===== src/rtl/ofdm_sc_timing_sync.sv =====
// Streaming Schmidl-Cox timing synchroniser for the real-valued VLC receive path.
// Keeps a sliding lag-L correlation P and window energy R with O(1) updates, tests
// P^2 against a fraction of R^2 one cycle later, and tracks the correlation peak.
// Pipeline: accept/update -> threshold test -> peak-search FSM.
module ofdm_sc_timing_sync #(
    parameter int DATA_W    = 8,
    parameter int L         = 32,
    parameter int IDX_W     = 13,
    parameter int THR_NUM   = 3,
    parameter int THR_SHIFT = 2,
    parameter int PEAK_WIN  = 16,
    localparam int PW       = 2*DATA_W + $clog2(L) + 1,
    localparam int RW       = 2*DATA_W + $clog2(L)
) (
    input  logic                     clk,
    input  logic                     rst,
    input  logic                     s_valid,
    input  logic signed [DATA_W-1:0] s_data,
    input  logic                     rearm,
    output logic                     det_valid,
    output logic [IDX_W-1:0]         det_index,
    output logic signed [PW-1:0]     det_p,
    output logic [RW-1:0]            det_r,
    output logic                     busy,
    output logic                     locked
);

    localparam int PRW = 2*DATA_W;
    localparam int CW  = 2*PW + THR_SHIFT + 2;
    localparam int QW  = $clog2(PEAK_WIN + 1);
    localparam int WW  = $clog2(2*L) + 1;

    typedef enum logic [1:0] {SEARCH, TRACK, DONE} state_t;

    // Update stage: delay line holds x(n-1) .. x(n-2L)
    logic signed [DATA_W-1:0] dline [2*L];
    logic signed [PW-1:0]     p_acc;
    logic [RW-1:0]            r_acc;
    logic [IDX_W-1:0]         n_cnt;
    logic [IDX_W-1:0]         cur_idx;
    logic [WW-1:0]            warm_cnt;
    logic                     s0_valid;
    logic                     s0_warm;

    // Test stage
    logic                     ev_valid;
    logic                     ev_hit;
    logic signed [PW-1:0]     ev_p;
    logic [RW-1:0]            ev_r;
    logic [IDX_W-1:0]         ev_idx;

    // Peak search
    state_t                   state;
    logic signed [PW-1:0]     best_p;
    logic [RW-1:0]            best_r;
    logic [IDX_W-1:0]         best_idx;
    logic [QW-1:0]            quiet;

    logic signed [PRW-1:0]    x_ext, d1_ext, d2_ext;
    logic signed [PRW-1:0]    prod_xd1, prod_d1d2, sq_x, sq_d1;
    logic [CW-1:0]            p_u, r_u, lhs, rhs;
    logic                     p_pos, hit_now;

    // Exact products of the new sample against the lag-L and lag-2L taps
    always_comb begin
        x_ext     = PRW'(s_data);
        d1_ext    = PRW'(dline[L-1]);
        d2_ext    = PRW'(dline[2*L-1]);
        prod_xd1  = x_ext * d1_ext;
        prod_d1d2 = d1_ext * d2_ext;
        sq_x      = x_ext * x_ext;
        sq_d1     = d1_ext * d1_ext;
    end

    // Accept a sample: shift history, slide P and R, advance the index counters
    always_ff @(posedge clk) begin
        if (rst) begin
            // NOTE: the delay line is plain flops, so it is cleared here; P and R are
            // only exact if the history they subtract starts at zero.
            for (int i = 0; i < 2*L; i++) dline[i] <= '0;
            p_acc    <= '0;
            r_acc    <= '0;
            n_cnt    <= '0;
            cur_idx  <= '0;
            warm_cnt <= '0;
            s0_valid <= 1'b0;
            s0_warm  <= 1'b0;
        end else begin
            // NOTE: non-blocking throughout, so every read below sees last cycle's value.
            // A sample accepted with rearm still updates P/R but is never tested.
            s0_valid <= s_valid && !rearm;
            if (s_valid) begin
                dline[0] <= s_data;
                for (int i = 1; i < 2*L; i++) dline[i] <= dline[i-1];
                p_acc   <= p_acc + PW'(prod_xd1) - PW'(prod_d1d2);
                r_acc   <= r_acc + RW'($unsigned(sq_x)) - RW'($unsigned(sq_d1));
                cur_idx <= n_cnt;
                n_cnt   <= n_cnt + 1'b1;
                s0_warm <= (warm_cnt >= WW'(2*L - 1));
                if (warm_cnt != WW'(2*L)) warm_cnt <= warm_cnt + 1'b1;
            end
        end
    end

    // Threshold test on the freshly updated P and R: P > 0 and P^2*2^S > N*R^2
    always_comb begin
        // NOTE: every signal here is assigned on every pass, so no latch is inferred.
        p_pos   = !p_acc[PW-1] && (p_acc != '0);
        p_u     = CW'($unsigned(p_acc));
        r_u     = CW'(r_acc);
        lhs     = (p_u * p_u) << THR_SHIFT;
        rhs     = CW'(THR_NUM) * r_u * r_u;
        hit_now = s0_warm && p_pos && (lhs > rhs);
    end

    // Register the test result with the P/R/index snapshot it belongs to
    always_ff @(posedge clk) begin
        if (rst) begin
            ev_valid <= 1'b0;
            ev_hit   <= 1'b0;
            ev_p     <= '0;
            ev_r     <= '0;
            ev_idx   <= '0;
        end else begin
            // rearm discards any result still in flight so the search restarts clean
            ev_valid <= s0_valid && !rearm;
            ev_hit   <= hit_now;
            ev_p     <= p_acc;
            ev_r     <= r_acc;
            ev_idx   <= cur_idx - IDX_W'(2*L - 1);
        end
    end

    // Peak-search FSM: find threshold crossing, follow the maximum, report after PEAK_WIN quiet samples
    always_ff @(posedge clk) begin
        if (rst) begin
            state     <= SEARCH;
            best_p    <= '0;
            best_r    <= '0;
            best_idx  <= '0;
            quiet     <= '0;
            det_valid <= 1'b0;
            det_index <= '0;
            det_p     <= '0;
            det_r     <= '0;
            busy      <= 1'b0;
            locked    <= 1'b0;
        end else begin
            det_valid <= 1'b0;
            if (rearm) begin
                state    <= SEARCH;
                best_p   <= '0;
                best_r   <= '0;
                best_idx <= '0;
                quiet    <= '0;
                busy     <= 1'b0;
                locked   <= 1'b0;
            end else if (ev_valid) begin
                case (state)
                    SEARCH: begin
                        if (ev_hit) begin
                            state    <= TRACK;
                            best_p   <= ev_p;
                            best_r   <= ev_r;
                            best_idx <= ev_idx;
                            quiet    <= '0;
                            busy     <= 1'b1;
                        end
                    end
                    TRACK: begin
                        // Ties do not move the peak, so a plateau reports its earliest index
                        if (ev_p > best_p) begin
                            best_p   <= ev_p;
                            best_r   <= ev_r;
                            best_idx <= ev_idx;
                            quiet    <= '0;
                        end else begin
                            quiet <= quiet + 1'b1;
                            if (quiet == QW'(PEAK_WIN - 1)) begin
                                state     <= DONE;
                                det_valid <= 1'b1;
                                det_index <= best_idx;
                                det_p     <= best_p;
                                det_r     <= best_r;
                                busy      <= 1'b0;
                                locked    <= 1'b1;
                            end
                        end
                    end
                    default: ;
                endcase
            end
        end
    end

endmodule

===== config.mk =====
export PLATFORM = sky130hd
export DESIGN_NAME = ofdm_sc_timing_sync
export DESIGN_NICKNAME = d
export VERILOG_FILES = /design/src/rtl/ofdm_sc_timing_sync.sv
export SDC_FILE = /design/constraint.sdc
export NUM_CORES = 2
export LEC_CHECK = 0
export BUFFER_PORTS_ARGS = -buffer_cell sky130_fd_sc_hd__buf_2
export CORE_MARGIN = 8
export CORE_UTILIZATION = 50
export CTS_CLUSTER_SIZE = 12
export DETAILED_ROUTE_END_ITERATION = 12
export PLACE_DENSITY = 0.73
export SYNTH_ARGS = -nofsm -noshare
export SYNTH_HDL_FRONTEND = slang
export SYNTH_SLANG_ARGS = --single-unit
export TNS_END_PERCENT = 5

===== constraint.sdc =====
create_clock -name clk -period 59.9 [get_ports clk]
set_input_delay 11.98 -clock clk [delete_from_list [all_inputs] [get_ports clk]]
set_output_delay 11.98 -clock clk [all_outputs]
set_load 0.01 [all_outputs]

; ---- Word-level counts from Yosys, hierarchy flattened
; Memory sizes are Yosys's and may differ from the RTL's.
; Cells that the tools add are included.
[classes]
addsub = 8
mul = 7
order_cmp = 3
eq_ne = 7
mux = 90
bitwise_logic = 68
n_reduce_logical = 18
[op_table]
columns = op, n
row1 = $mux 8, 64
row2 = $mul 8x8->16, 4
row3 = $or 1x1->1, 64
row4 = $gt 46x44->1, 1
row5 = $mul 22x22->44, 1
row6 = $mul 23x21->44, 1
row7 = $mux 22, 2
row8 = $pmux 22 s2, 1
row9 = $mux 21, 2
row10 = $pmux 21 s2, 1
row11 = $mux 13, 2
row12 = $pmux 13 s2, 1
row13 = $mul 2x21->23 const A, 1
row14 = $add 22x16->22, 1
row15 = $gt 22x22->1, 1
row16 = $reduce_bool 22->1, 1
row17 = $sub 22x16->22, 1
row18 = $add 21x16->21, 1
row19 = $sub 21x16->21, 1
row20 = $add 13x1->13 const B, 1
row21 = $sub 13x6->13 const B, 1
row22 = $mux 5, 2
row23 = $pmux 5 s2, 1
row24 = $reduce_and 5->1, 2
row25 = 21 further kinds, 43
[word_totals]
regBits = 258
ramBits = 512
in_bits = 12
output_inout_bits = 59
elab_cells = 225
n_memories = 1
[mem_list]
columns = name, depth, word_bits, rd, rd_ports_with_merged_regs, write_ports, line_no
row1 = dline, 64, 8, 64, 0, 64, 36  ; logic signed [DATA_W-1:0] dline [2*L];

; ---- Longest topological paths before layout
[depth]
word_depth = 4
ltp_mapped = 48

; ---- Least setup slack after synthesis
; No wires, ideal clock.
[synth_path]
path_type = input -> register
from = in rst
to = mem dline[0][0] (enable)
setup_ns = 1.077
arrival_time_ns = 26.431
path_slack_ns = 32.392
path_stages = 4
n_path_buf = 2
path_cell_list = clkbuf_1 -> nor2_1 -> inv_1 -> clkbuf_1
[synth_rtl]
columns = element, line_no
row1 = "start, declared", 16  ; input logic rst,
row2 = "end, declared", 36

; ---- Final worst setup path
[layout_path]
from = in s_data[5]
to = reg r_acc[19]
[layout_via]
elab_chain_len = 3
[layout_lines]
columns = element, line_no
row1 = "start, declared", 18  ; input logic signed [DATA_W-1:0] s_data,
row2 = $mul 8x8->16, 71  ; sq_x = x_ext * x_ext;
row3 = $add 21x16->21, 96  ; r_acc <= r_acc + RW'($unsigned(sq_x)) - RW'($unsigned(sq_d1));
row4 = $sub 21x16->21, 96
row5 = "end signal, assigned", 96
row6 = "end, declared", 38  ; logic [RW-1:0] r_acc;
; Every way passes these cells.
; A chain may end at the register's enable or synchronous reset.

==> flow_summary_export.csv <==
group,metric,value,unit
status,status,"finished clean",
clocking,insertion_delay,0.73,ns
synthesis,yosys.area.top_type,"fa_1",
sta,setup_tns,0,ns
floorplan,top_level_ports,71,
synthesis,ys_types,77,
sta,report.final.slew_viol_count,0,
critical_path,critPathLaunch,"s_data[5]",
synthesis,avgSynthCellArea,10.3,um2
min_path,worstHoldPathType,"reg2reg",
finish,mostFrequentLayoutCells,"inv_1, fa_1, and2_1",
synthesis,ys_warn_count,0,
critical_path,crit_arrival,18.79,ns
clocking,clkTransAtPathRegs,0.06,ns
finish,mostFrequentLayoutCell,"inv_1",
critical_path,critPathKind,"in2reg",
synthesis,postSynthCellCount,6952,
drt,first_pass_iters,8,
sta,grt_setup_unrepaired,"false",
placement,port-buffer-count,70,
critical_path,cp-endpoint,"r_acc[19]",
drt,ant_nets,0,
critical_path,slowest_stage,"fa_1",
critical_path,r2r-end,"ev_hit",
finish,fin_util,54.1,%
sta,finClkSkew,0.0506,ns
clocking,cts.repair.resized,0,
clocking,clockRootBuffer,"clkbuf_16",
synthesis,async_flop_share,0,%
synthesis,synth-compound-area-share,4.74,%
sta,finalCriticalPeriod,18.25,ns
drt,drtIter0Drc,2837,
clocking,cts_sinks,769,
critical_path,cp_max_fo,15,
clocking,post-cts-setup-buffer-count,0,
placement,gp_congestion,0.903,
global_route,grt_pass1_wl,266,mm
clocking,cts_tree,"yes",
synthesis,synth-seq-area-share,28.8,%
critical_path,r2r-start,"r_acc[1]",
global_route,overflow,0,
sta,hold_violations,0,
synthesis,synthAdderAreaFrac,38.8,%
sta,relSlewSlack,19.8,%
critical_path,worstRegToRegCells,47,
drt,drc,0,
global_route,grt_max_degree,270,
clocking,cts_max_path_buffers,3,
synthesis,synthMuxAreaShare,1.34,%
drt,wl_per_cell,18.2,um
synthesis,netlist_area,0.0713,mm2
sta,tightest_slew,1.20,ns
synthesis,ys_seq_elements,769,
critical_path,startpoint_type,"primary input",
critical_path,critPathRequiredTime,60.44,ns
floorplan,row_count,138,
synthesis,ys_dominant_reg_cell,"edfxtp_1",
synthesis,synthXorXnorAreaFrac,2.61,%
global_route,antenna_found_initial,3,
placement,hpwl,119,mm
clocking,ctsHoldBuffers,0,
drt,drt_wl_total,162,mm
sta,clock.fmax,0.0548,GHz
floorplan,die-area,0.155,mm2
synthesis,synth_edf_count,512,
critical_path,worstSetupEndpointType,"register",
drt,vias_per_cell,5.26,
critical_path,ff2ff_setup_slack,47.93,ns
critical_path,critical-path-max-stage-delay,0.54,ns
placement,placedInstanceArea,0.0739,mm2
floorplan,start_util,50.3,%
clocking,cts_buffers,85,
synthesis,yosys.area_share.simple,15.0,%
clocking,htreeDepth,3,
floorplan,die_h,394,um
sta,setup-violations-final,0,
finish,drive_gt1_share,4.82,%
drt,routed-via-count,46800,
finish,area_growth,7.48,%
global_route,grt_pass1_vias,50100,
global_route,grt_usage,21.2,%
floorplan,coreArea,0.142,mm2
synthesis,synth.area.top_cells,"fa_1, edfxtp_1, ha_1",
sta,final.period_utilization,30.5,%
floorplan,die_x,394,um
finish,fillers,12300,
synthesis,synth_nets,8552,
run,maxCapViolations,0,
synthesis,netlist.area_leader.share,29.2,%
finish,nets,8540,
synthesis,synth_top_family_by_area,"adder cells",
finish,design_area,0.0766,mm2
## kinds of logic after synthesis
kind of cell	count (synthesis)
and+or+nand+nor	2112
buffers and inverters	1647
adders and majority gates	1588
DFF	769
AOI/OAI and AO/OA	529
xor gates and xnor gates	212
muxes	95
## per-layer routing
layer	vias to the layer above	routed length, um	share of wire, %	track usage, %
met2	1481	74800	46	34.4
met1	23500	68200	42	28.1
met3	405	12500	7.7	4.48
met4	2	6610	4.1	7.74
met5	-	13	0.0080	0
li1	21400	-	-	-
## worst max-delay path: cells and delay by family
kind            cells  cell delay (ns)
fa+ha+maj           7             2.85
compound gates     15             2.73
buf+inv             5             0.66
simple gates        3             0.42
xor+xnor            1             0.14
## sequential cells by signal, indices dropped and copies added (netlist names), 2 cells and up
name       flops
best_idx      13
det_p         22
ev_r          21
warm_cnt       7
cur_idx       13
ev_idx        13
det_index     13
best_p        22
dline        512
ev_p          22
det_r         21
n_cnt         13
r_acc         21
p_acc         22
state          2
quiet          5
best_r        21
## worst min path at each step
stage	startpoint	endpoint	slack [ns]	depth (start not counted)
after floorplan	s0_valid	ev_valid	0.41	1
after global placement	s0_valid	ev_valid	0.41	1
after detailed placement	s0_valid	ev_valid	0.43	1
after CTS	best_idx[12]	det_index[12]	0.44	2
after global routing	det_p[12]	det_p[12]	0.47	2
final	s0_valid	ev_valid	0.44	1
## cell usage after synthesis (all sizes together), types with 5 or more instances
cell type	number
ha	548
and4	6
and2	598
nor2	400
a211oi	19
o21ai	87
o21bai	15
xor2	75
fa	1040
o41ai	5
clkbuf	247
a31oi	21
edfxtp	512
nor2b	300
a21o	87
nor4	11
o21a	24
mux2i	94
and3	23
nand2	592
o211ai	8
or2	15
inv	1363
nor3	35
xnor2	137
o22ai	15
dfxtp	257
nand3	34
buf	22
o31ai	6
a21oi	185
nand4	26
nand2b	54
or3	9
clkinv	15
## through the flow
stage | std cells | setup slack (ns) | hold slack, ns
final | 8897 | 41.65 | 0.438
after global routing | 8896 | 41.18 | 0.468
after CTS | 8896 | 41.73 | 0.438
after detailed placement | 8743 | 41.00 | 0.430
after global placement | 8743 | 41.06 | 0.410
after floorplan | 6952 | 32.39 | 0.406
## final cells by class
| cell class | count | area [um2] | area share [%] |
|---|---|---|---|
| diodes | 1 | 2.50 | 0.00327 |
| clock buffers | 126 | 2440 | 3.18 |
| clock inverters | 27 | 299 | 0.390 |
| inverters | 1378 | 5180 | 6.76 |
| multi-input cells | 4536 | 44700 | 58.3 |
| flip-flops and latches | 769 | 20500 | 26.8 |
| well taps | 1890 | 2360 | 3.09 |
| repair buffers | 170 | 1140 | 1.49 |
Power is left out: the tool's default activity adds up to more than one toggle a clock period on the data nets, which glitch-free logic cannot reach.
